[config.mk]
export PLATFORM = sky130hd
export DESIGN_NAME = uart_tx_sched
export DESIGN_NICKNAME = d
export VERILOG_FILES = /design/src/rtl/uart_tx_sched.sv
export SDC_FILE = /design/constraint.sdc
export NUM_CORES = 1
export LEC_CHECK = 0
export CAP_MARGIN = 20
export CORE_UTILIZATION = 57
export CTS_BUF_LIST = sky130_fd_sc_hd__clkbuf_8
export DETAILED_ROUTE_END_ITERATION = 8
export MAX_ROUTING_LAYER = met4
export PLACE_DENSITY = 0.77
export SLEW_MARGIN = 10
export SYNTH_ARGS = -nofsm -noshare
export SYNTH_HDL_FRONTEND = slang
export SYNTH_SLANG_ARGS = --single-unit
[constraint.sdc]
create_clock -name sys_clk -period 8.5 [get_ports sys_clk]
set_clock_uncertainty 0.1 [all_clocks]
set_input_delay 0.85 -clock sys_clk [delete_from_list [all_inputs] [get_ports sys_clk]]
set_output_delay 0.85 -clock sys_clk [all_outputs]
set_load 0.01 [all_outputs]
[src/rtl/uart_tx_sched.sv]
// uart_tx_sched
// Shares the single uart_tx byte channel between a periodic ADC telemetry
// frame and an rx echo path. Frames are never interleaved with echo bytes;
// echo bytes are granted one at a time, only between frames.
//
// Ports:
//   sys_clk, sys_rst_n       clock, asynchronous active-low reset
//   enable                   1 = periodic telemetry ticks enabled
//   volt_ch1, volt_ch2       ADC channel values in mV (sys_clk domain)
//   rx_data/_valid/_ready    byte stream from uart_rx into the echo FIFO
//   tx_data/_valid/_ready    byte stream to uart_tx (registered outputs)
//   frame_seq                sequence number of the next frame
//   echo_ovf                 sticky: rx byte offered while FIFO full
//   frame_miss               sticky: tick while a frame was already pending
module uart_tx_sched #(
    parameter int PERIOD_CYCLES = 100000000,
    parameter int ECHO_DEPTH    = 16
) (
    input  logic        sys_clk,
    input  logic        sys_rst_n,
    input  logic        enable,
    input  logic [15:0] volt_ch1,
    input  logic [15:0] volt_ch2,
    input  logic [7:0]  rx_data,
    input  logic        rx_data_valid,
    output logic        rx_data_ready,
    output logic [7:0]  tx_data,
    output logic        tx_data_valid,
    input  logic        tx_data_ready,
    output logic [7:0]  frame_seq,
    output logic        echo_ovf,
    output logic        frame_miss
);

    localparam int CW = $clog2(PERIOD_CYCLES);
    localparam int AW = $clog2(ECHO_DEPTH);
    localparam logic [CW-1:0] CNT_LAST  = CW'(PERIOD_CYCLES - 1);
    localparam logic [AW:0]   FIFO_FULL = (AW+1)'(ECHO_DEPTH);

    typedef enum logic [1:0] {IDLE, FRAME, ECHO} state_t;

    state_t        state, state_nxt;
    logic [CW-1:0] tick_cnt;
    logic          tick;
    logic          frame_pend;
    logic [AW:0]   fifo_cnt;
    logic [AW-1:0] wr_ptr, rd_ptr;
    logic [7:0]    fifo_mem [ECHO_DEPTH];
    logic          fifo_empty, push, pop, xfer;
    logic [2:0]    byte_idx, byte_idx_nxt, next_idx;
    logic [7:0]    tx_data_nxt, next_byte;
    logic          tx_valid_nxt;
    logic [7:0]    snap_seq;
    logic [15:0]   snap_ch1, snap_ch2;
    logic [7:0]    csum;
    logic          start_frame, end_frame;

    assign tick          = enable && (tick_cnt == CNT_LAST);
    assign xfer          = tx_data_valid && tx_data_ready;
    assign start_frame   = (state == IDLE) && frame_pend;
    assign end_frame     = (state == FRAME) && xfer && (byte_idx == 3'd7);
    assign rx_data_ready = (fifo_cnt != FIFO_FULL);
    assign fifo_empty    = (fifo_cnt == '0);
    assign push          = rx_data_valid && rx_data_ready;
    assign pop           = (state == ECHO) && xfer;
    assign csum          = snap_seq + snap_ch1[15:8] + snap_ch1[7:0]
                         + snap_ch2[15:8] + snap_ch2[7:0];

    always_ff @(posedge sys_clk or negedge sys_rst_n) begin
        if (!sys_rst_n)
            tick_cnt <= '0;
        else if (!enable || tick)
            tick_cnt <= '0;
        else
            tick_cnt <= tick_cnt + CW'(1);
    end

    // A tick arriving in the very cycle the pending frame is taken queues a
    // fresh frame rather than counting as a miss.
    always_ff @(posedge sys_clk or negedge sys_rst_n) begin
        if (!sys_rst_n) begin
            frame_pend <= 1'b0;
            frame_miss <= 1'b0;
        end else if (tick) begin
            frame_pend <= 1'b1;
            if (frame_pend && !start_frame)
                frame_miss <= 1'b1;
        end else if (start_frame) begin
            frame_pend <= 1'b0;
        end
    end

    always_ff @(posedge sys_clk or negedge sys_rst_n) begin
        if (!sys_rst_n) begin
            snap_seq  <= '0;
            snap_ch1  <= '0;
            snap_ch2  <= '0;
            frame_seq <= '0;
        end else begin
            if (start_frame) begin
                snap_seq <= frame_seq;
                snap_ch1 <= volt_ch1;
                snap_ch2 <= volt_ch2;
            end
            if (end_frame)
                frame_seq <= frame_seq + 8'd1;
        end
    end

    always_ff @(posedge sys_clk) begin
        if (push)
            fifo_mem[wr_ptr] <= rx_data;
    end

    always_ff @(posedge sys_clk or negedge sys_rst_n) begin
        if (!sys_rst_n) begin
            wr_ptr   <= '0;
            rd_ptr   <= '0;
            fifo_cnt <= '0;
            echo_ovf <= 1'b0;
        end else begin
            if (push)
                wr_ptr <= wr_ptr + AW'(1);
            if (pop)
                rd_ptr <= rd_ptr + AW'(1);
            case ({push, pop})
                2'b10:   fifo_cnt <= fifo_cnt + (AW+1)'(1);
                2'b01:   fifo_cnt <= fifo_cnt - (AW+1)'(1);
                default: fifo_cnt <= fifo_cnt;
            endcase
            if (rx_data_valid && !rx_data_ready)
                echo_ovf <= 1'b1;
        end
    end

    // State register; tx_data/tx_data_valid/byte_idx are registered alongside
    // it so the outputs change on the same edge as the state.
    always_ff @(posedge sys_clk or negedge sys_rst_n) begin
        if (!sys_rst_n) begin
            state         <= IDLE;
            tx_data       <= '0;
            tx_data_valid <= 1'b0;
            byte_idx      <= '0;
        end else begin
            state         <= state_nxt;
            tx_data       <= tx_data_nxt;
            tx_data_valid <= tx_valid_nxt;
            byte_idx      <= byte_idx_nxt;
        end
    end

    always_comb begin
        state_nxt = state;
        case (state)
            IDLE: begin
                if (frame_pend)
                    state_nxt = FRAME;
                else if (!fifo_empty)
                    state_nxt = ECHO;
            end
            FRAME: if (xfer && byte_idx == 3'd7) state_nxt = IDLE;
            ECHO:  if (xfer) state_nxt = IDLE;
            default: state_nxt = IDLE;
        endcase
    end

    // Byte that follows the current one in the frame, from the snapshot.
    always_comb begin
        next_idx = byte_idx + 3'd1;
        case (next_idx)
            3'd0:    next_byte = 8'hA5;
            3'd1:    next_byte = 8'h5A;
            3'd2:    next_byte = snap_seq;
            3'd3:    next_byte = snap_ch1[15:8];
            3'd4:    next_byte = snap_ch1[7:0];
            3'd5:    next_byte = snap_ch2[15:8];
            3'd6:    next_byte = snap_ch2[7:0];
            default: next_byte = csum;
        endcase
    end

    // Next-cycle output values; tx_data only moves on entry or after a transfer.
    always_comb begin
        tx_valid_nxt = tx_data_valid;
        tx_data_nxt  = tx_data;
        byte_idx_nxt = byte_idx;
        case (state)
            IDLE: begin
                if (frame_pend) begin
                    tx_valid_nxt = 1'b1;
                    tx_data_nxt  = 8'hA5;
                    byte_idx_nxt = 3'd0;
                end else if (!fifo_empty) begin
                    tx_valid_nxt = 1'b1;
                    tx_data_nxt  = fifo_mem[rd_ptr];
                end
            end
            FRAME: begin
                if (xfer) begin
                    if (byte_idx == 3'd7) begin
                        tx_valid_nxt = 1'b0;
                    end else begin
                        byte_idx_nxt = next_idx;
                        tx_data_nxt  = next_byte;
                    end
                end
            end
            ECHO: if (xfer) tx_valid_nxt = 1'b0;
            default: tx_valid_nxt = 1'b0;
        endcase
    end

endmodule

==> metrics.md <==
| Metric | Value |
|---|---|
| Most frequent cells in the layout | 128 x edfxtp_1, 104 x dfrtp_1, 85 x inv_1, 63 x clkdlybuf4s50_1, 58 x nand2_1 |
| RSZ-0062 raised after global routing | no |
| Number of placed I/O pins | 65 |
| Port Buffers | 64 |
| Initial Util | 58.0% |
| Worst skew pair latency | 0.54 ns |
| CTS root buffer | clkbuf_8 |
| Critical Path Fanout Max | 3 |
| Status | complete, no violations |
| First-pass GRT wire length | 35.8 mm |
| CP Class | reg -> reg |
| Seq/Total Area, Yosys | 59.7% |
| Most common cell after layout, fill and taps aside | edfxtp_1 |
| Busiest grt layer | met2 |
| # setup viols final | 0 |
| Min Hold Slack | 0.0850 ns |
| Fin crit period | 3.78 ns |
| Die H | 140 um |
| Crit-path max cell delay | 0.59 ns |
| Gr usage total | 24.5% |
| Maximum clock rate | 0.264 GHz |
| Antenna violations before repair | 0 |
| Flop-to-flop setup slack | 4.72 ns |
| TritonCTS buffer count | 39 |
| Grt met2 use | 38.9% |
| Largest net degree at the start of global routing | 86 |
| Flops & latches, synth | 233 |
| Crit share post-route | 44.5% |
| Via/cell ratio | 5.75 |
| CTS resizes | 0 |
| Worst path bufs/invs | 2 |
| Slowest stage cell, crit path | fa_1 |
| M1 GR Usage | 31.4% |
| CTS H-tree lvls | 2 |
| Post-synth cell types | 54 |
| EDFF count, synth | 128 |
| Max VDD drop | 0.185 mV |
| Core Region | 0.0187 mm2 |
| Max Cap Viol | 0 |
| Drt total wl | 21.9 mm |
| Layout cell share with drive strength beyond 1 | 14.0% |
| Cts hold-fix bufs | 0 |
| CP delay by family, top | adder cells |
| R2R Path Start | snap_seq[1] |
| CTS tree | done |
| Worst-path clk slew | 0.06 ns |
| Capture point of the worst reg-to-reg path | tx_data[7] |
| CP endpoint kind | flip-flop |
| Arr. time, crit path | 4.11 ns |
| Mean Syn Cell Area | 13.4 um2 |
| Fin Setup TNS | 0 ns |
| Yosys warnings | 0 |
| Worst hold path type | in -> async |
| Mapped Area | 0.0108 mm2 |
| # diodes | 0 |
| Initial drt markers | 487 |
| Critical Path Start Type | flip-flop |
| # DRC | 0 |
| Total gr overflow | 0 |
| Syn nets | 900 |
| Number of nets in the layout | 977 |
| Worst R2R Path Depth | 12 |
| CTS sink cnt | 233 |
| Hold Fails Final Rpt | 0 |
| Avg WL per Cell | 19.1 um |
| Pleak | 4.91 nW |
| DP HPWL | 14.7 mm |
| Worst-margin pin slew | 1.04 ns |
| Chip width | 140 um |
| Asr flop ratio synth | 45.1% |
| Global-route met3 utilization | 4.72% |
| Rows | 50 |
| Critical path depth | 12 |
| Post-route antenna net violation count | 0 |
| Cells after Synth | 809 |
| Syn-to-layout area delta | 15.0% |
| Slew Limit Headroom | 30.2% |
| Critical path, cell by cell | inv_1, fa_1, fa_1, fa_1, inv_1, ha_1, fa_1, a211oi_1, o21ai_0, a21oi_1, mux2i_1, a221oi_1 |
| Drt pass-1 iters | 5 |
| Post-CTS Setup Bufs | 0 |
| Die Footprint | 0.0196 mm2 |
| Vias in the first global route | 6936 |
| CP required | 8.82 ns |
| Count of pins over their slew limit | 0 |
| Routed vias | 6605 |
| Power per Cell Area | 200 mW/mm2 |
| Clock buffer depth | 3 |
| Top FF cell, synth | edfxtp_1 |
| CP most frequent cell | fa_1 |
| Gpl congestion | 0.840 |
-- stage by stage --
stage | power (W) | setup WS, ns | cell area [um2] | cells | utilization, %
after floorplan | 0.00147 | 5.02 | 10800 | 809 | -
after global placement | 0.00155 | 4.84 | 11700 | 1078 | 62.5
after detailed placement | 0.00157 | 4.66 | 11700 | 1078 | 62.5
after CTS | 0.00252 | 4.78 | 12400 | 1148 | 66.5
after global routing | 0.00260 | 4.59 | 12500 | 1149 | 66.7
final | 0.00250 | 4.72 | 12500 | 1149 | 66.7
-- worst max path at each step --
stage	from	endpoint	slack, ns
2_1_floorplan	snap_seq[1]	tx_data[7]	5.02
3_3_place_gp	tx_data_ready	fifo_cnt[4]	4.84
3_5_place_dp	tx_data_ready	fifo_cnt[4]	4.66
4_1_cts	snap_seq[1]	tx_data[7]	4.78
5_1_grt	snap_seq[1]	tx_data[7]	4.59
6_report	snap_seq[1]	tx_data[7]	4.72
-- registers in the layout (all words and copies together), names as in the netlist --
signal	flops
fifo_mem	128
tick_cnt	27
snap_ch1	16
snap_ch2	16
frame_seq	8
snap_seq	8
tx_data	8
fifo_cnt	5
rd_ptr	4
wr_ptr	4
byte_idx	3
state	2
echo_ovf	1
frame_miss	1
frame_pend	1
tx_data_valid	1
-- final cells by class --
| class | count | area (um2) |
|---|---|---|
| clock buffer | 44 | 606 |
| fill | 1309 | 6230 |
| sequential | 233 | 6470 |
| clock inverter | 26 | 154 |
| timing repair buffer | 73 | 726 |
| tap | 234 | 293 |
| multi-input combinational | 466 | 3950 |
| inverter | 73 | 274 |
-- synth_stat cells, types with 12 or more instances --
| cell | instances | share of area [%] |
|---|---|---|
| edfxtp_1 | 128 | 35 |
| dfrtp_1 | 105 | 24 |
| inv_1 | 73 | 2.5 |
| nand2_1 | 58 | 2.0 |
| nor2_1 | 55 | 1.9 |
| o21ai_0 | 42 | 1.9 |
| mux4_2 | 35 | 7.3 |
| xnor2_1 | 26 | 2.1 |
| clkbuf_1 | 25 | 0.87 |
| ha_1 | 25 | 2.9 |
| xor2_1 | 25 | 2.0 |
| fa_1 | 21 | 3.9 |
| a21oi_1 | 19 | 0.88 |
| mux2_2 | 19 | 2.0 |
| nand3_1 | 16 | 0.74 |
| nor3_1 | 14 | 0.65 |
| mux2i_1 | 12 | 1.1 |
-- routing by layer --
metal,up-vias,share of wire [%]
met5,-,0
li1,3067,-
met4,0,2.7
met3,53,5.3
met2,179,50
met1,3306,42
-- cell families after synthesis --
family,count (synthesis),share of synthesized area [%]
XOR/XNOR,51,4.12
AND/OR/NAND/NOR,194,8.46
multiplexers,66,10.3
flip-flops,233,59.7
buffers and inverters,110,3.95
AO/OA/AOI/OAI,109,6.69
adder cells (fa/ha/maj),46,6.76
-- power breakdown --
part / internal, W / switching, W / total (W)
Combinational: 0.0000907 / 0.000129 / 0.000220
Clock: 0.000509 / 0.000442 / 0.000952
Sequential: 0.00128 / 0.0000421 / 0.00133
Total: 0.00188 / 0.000614 / 0.00250
Note: power is estimated with default switching activity, not from simulation.
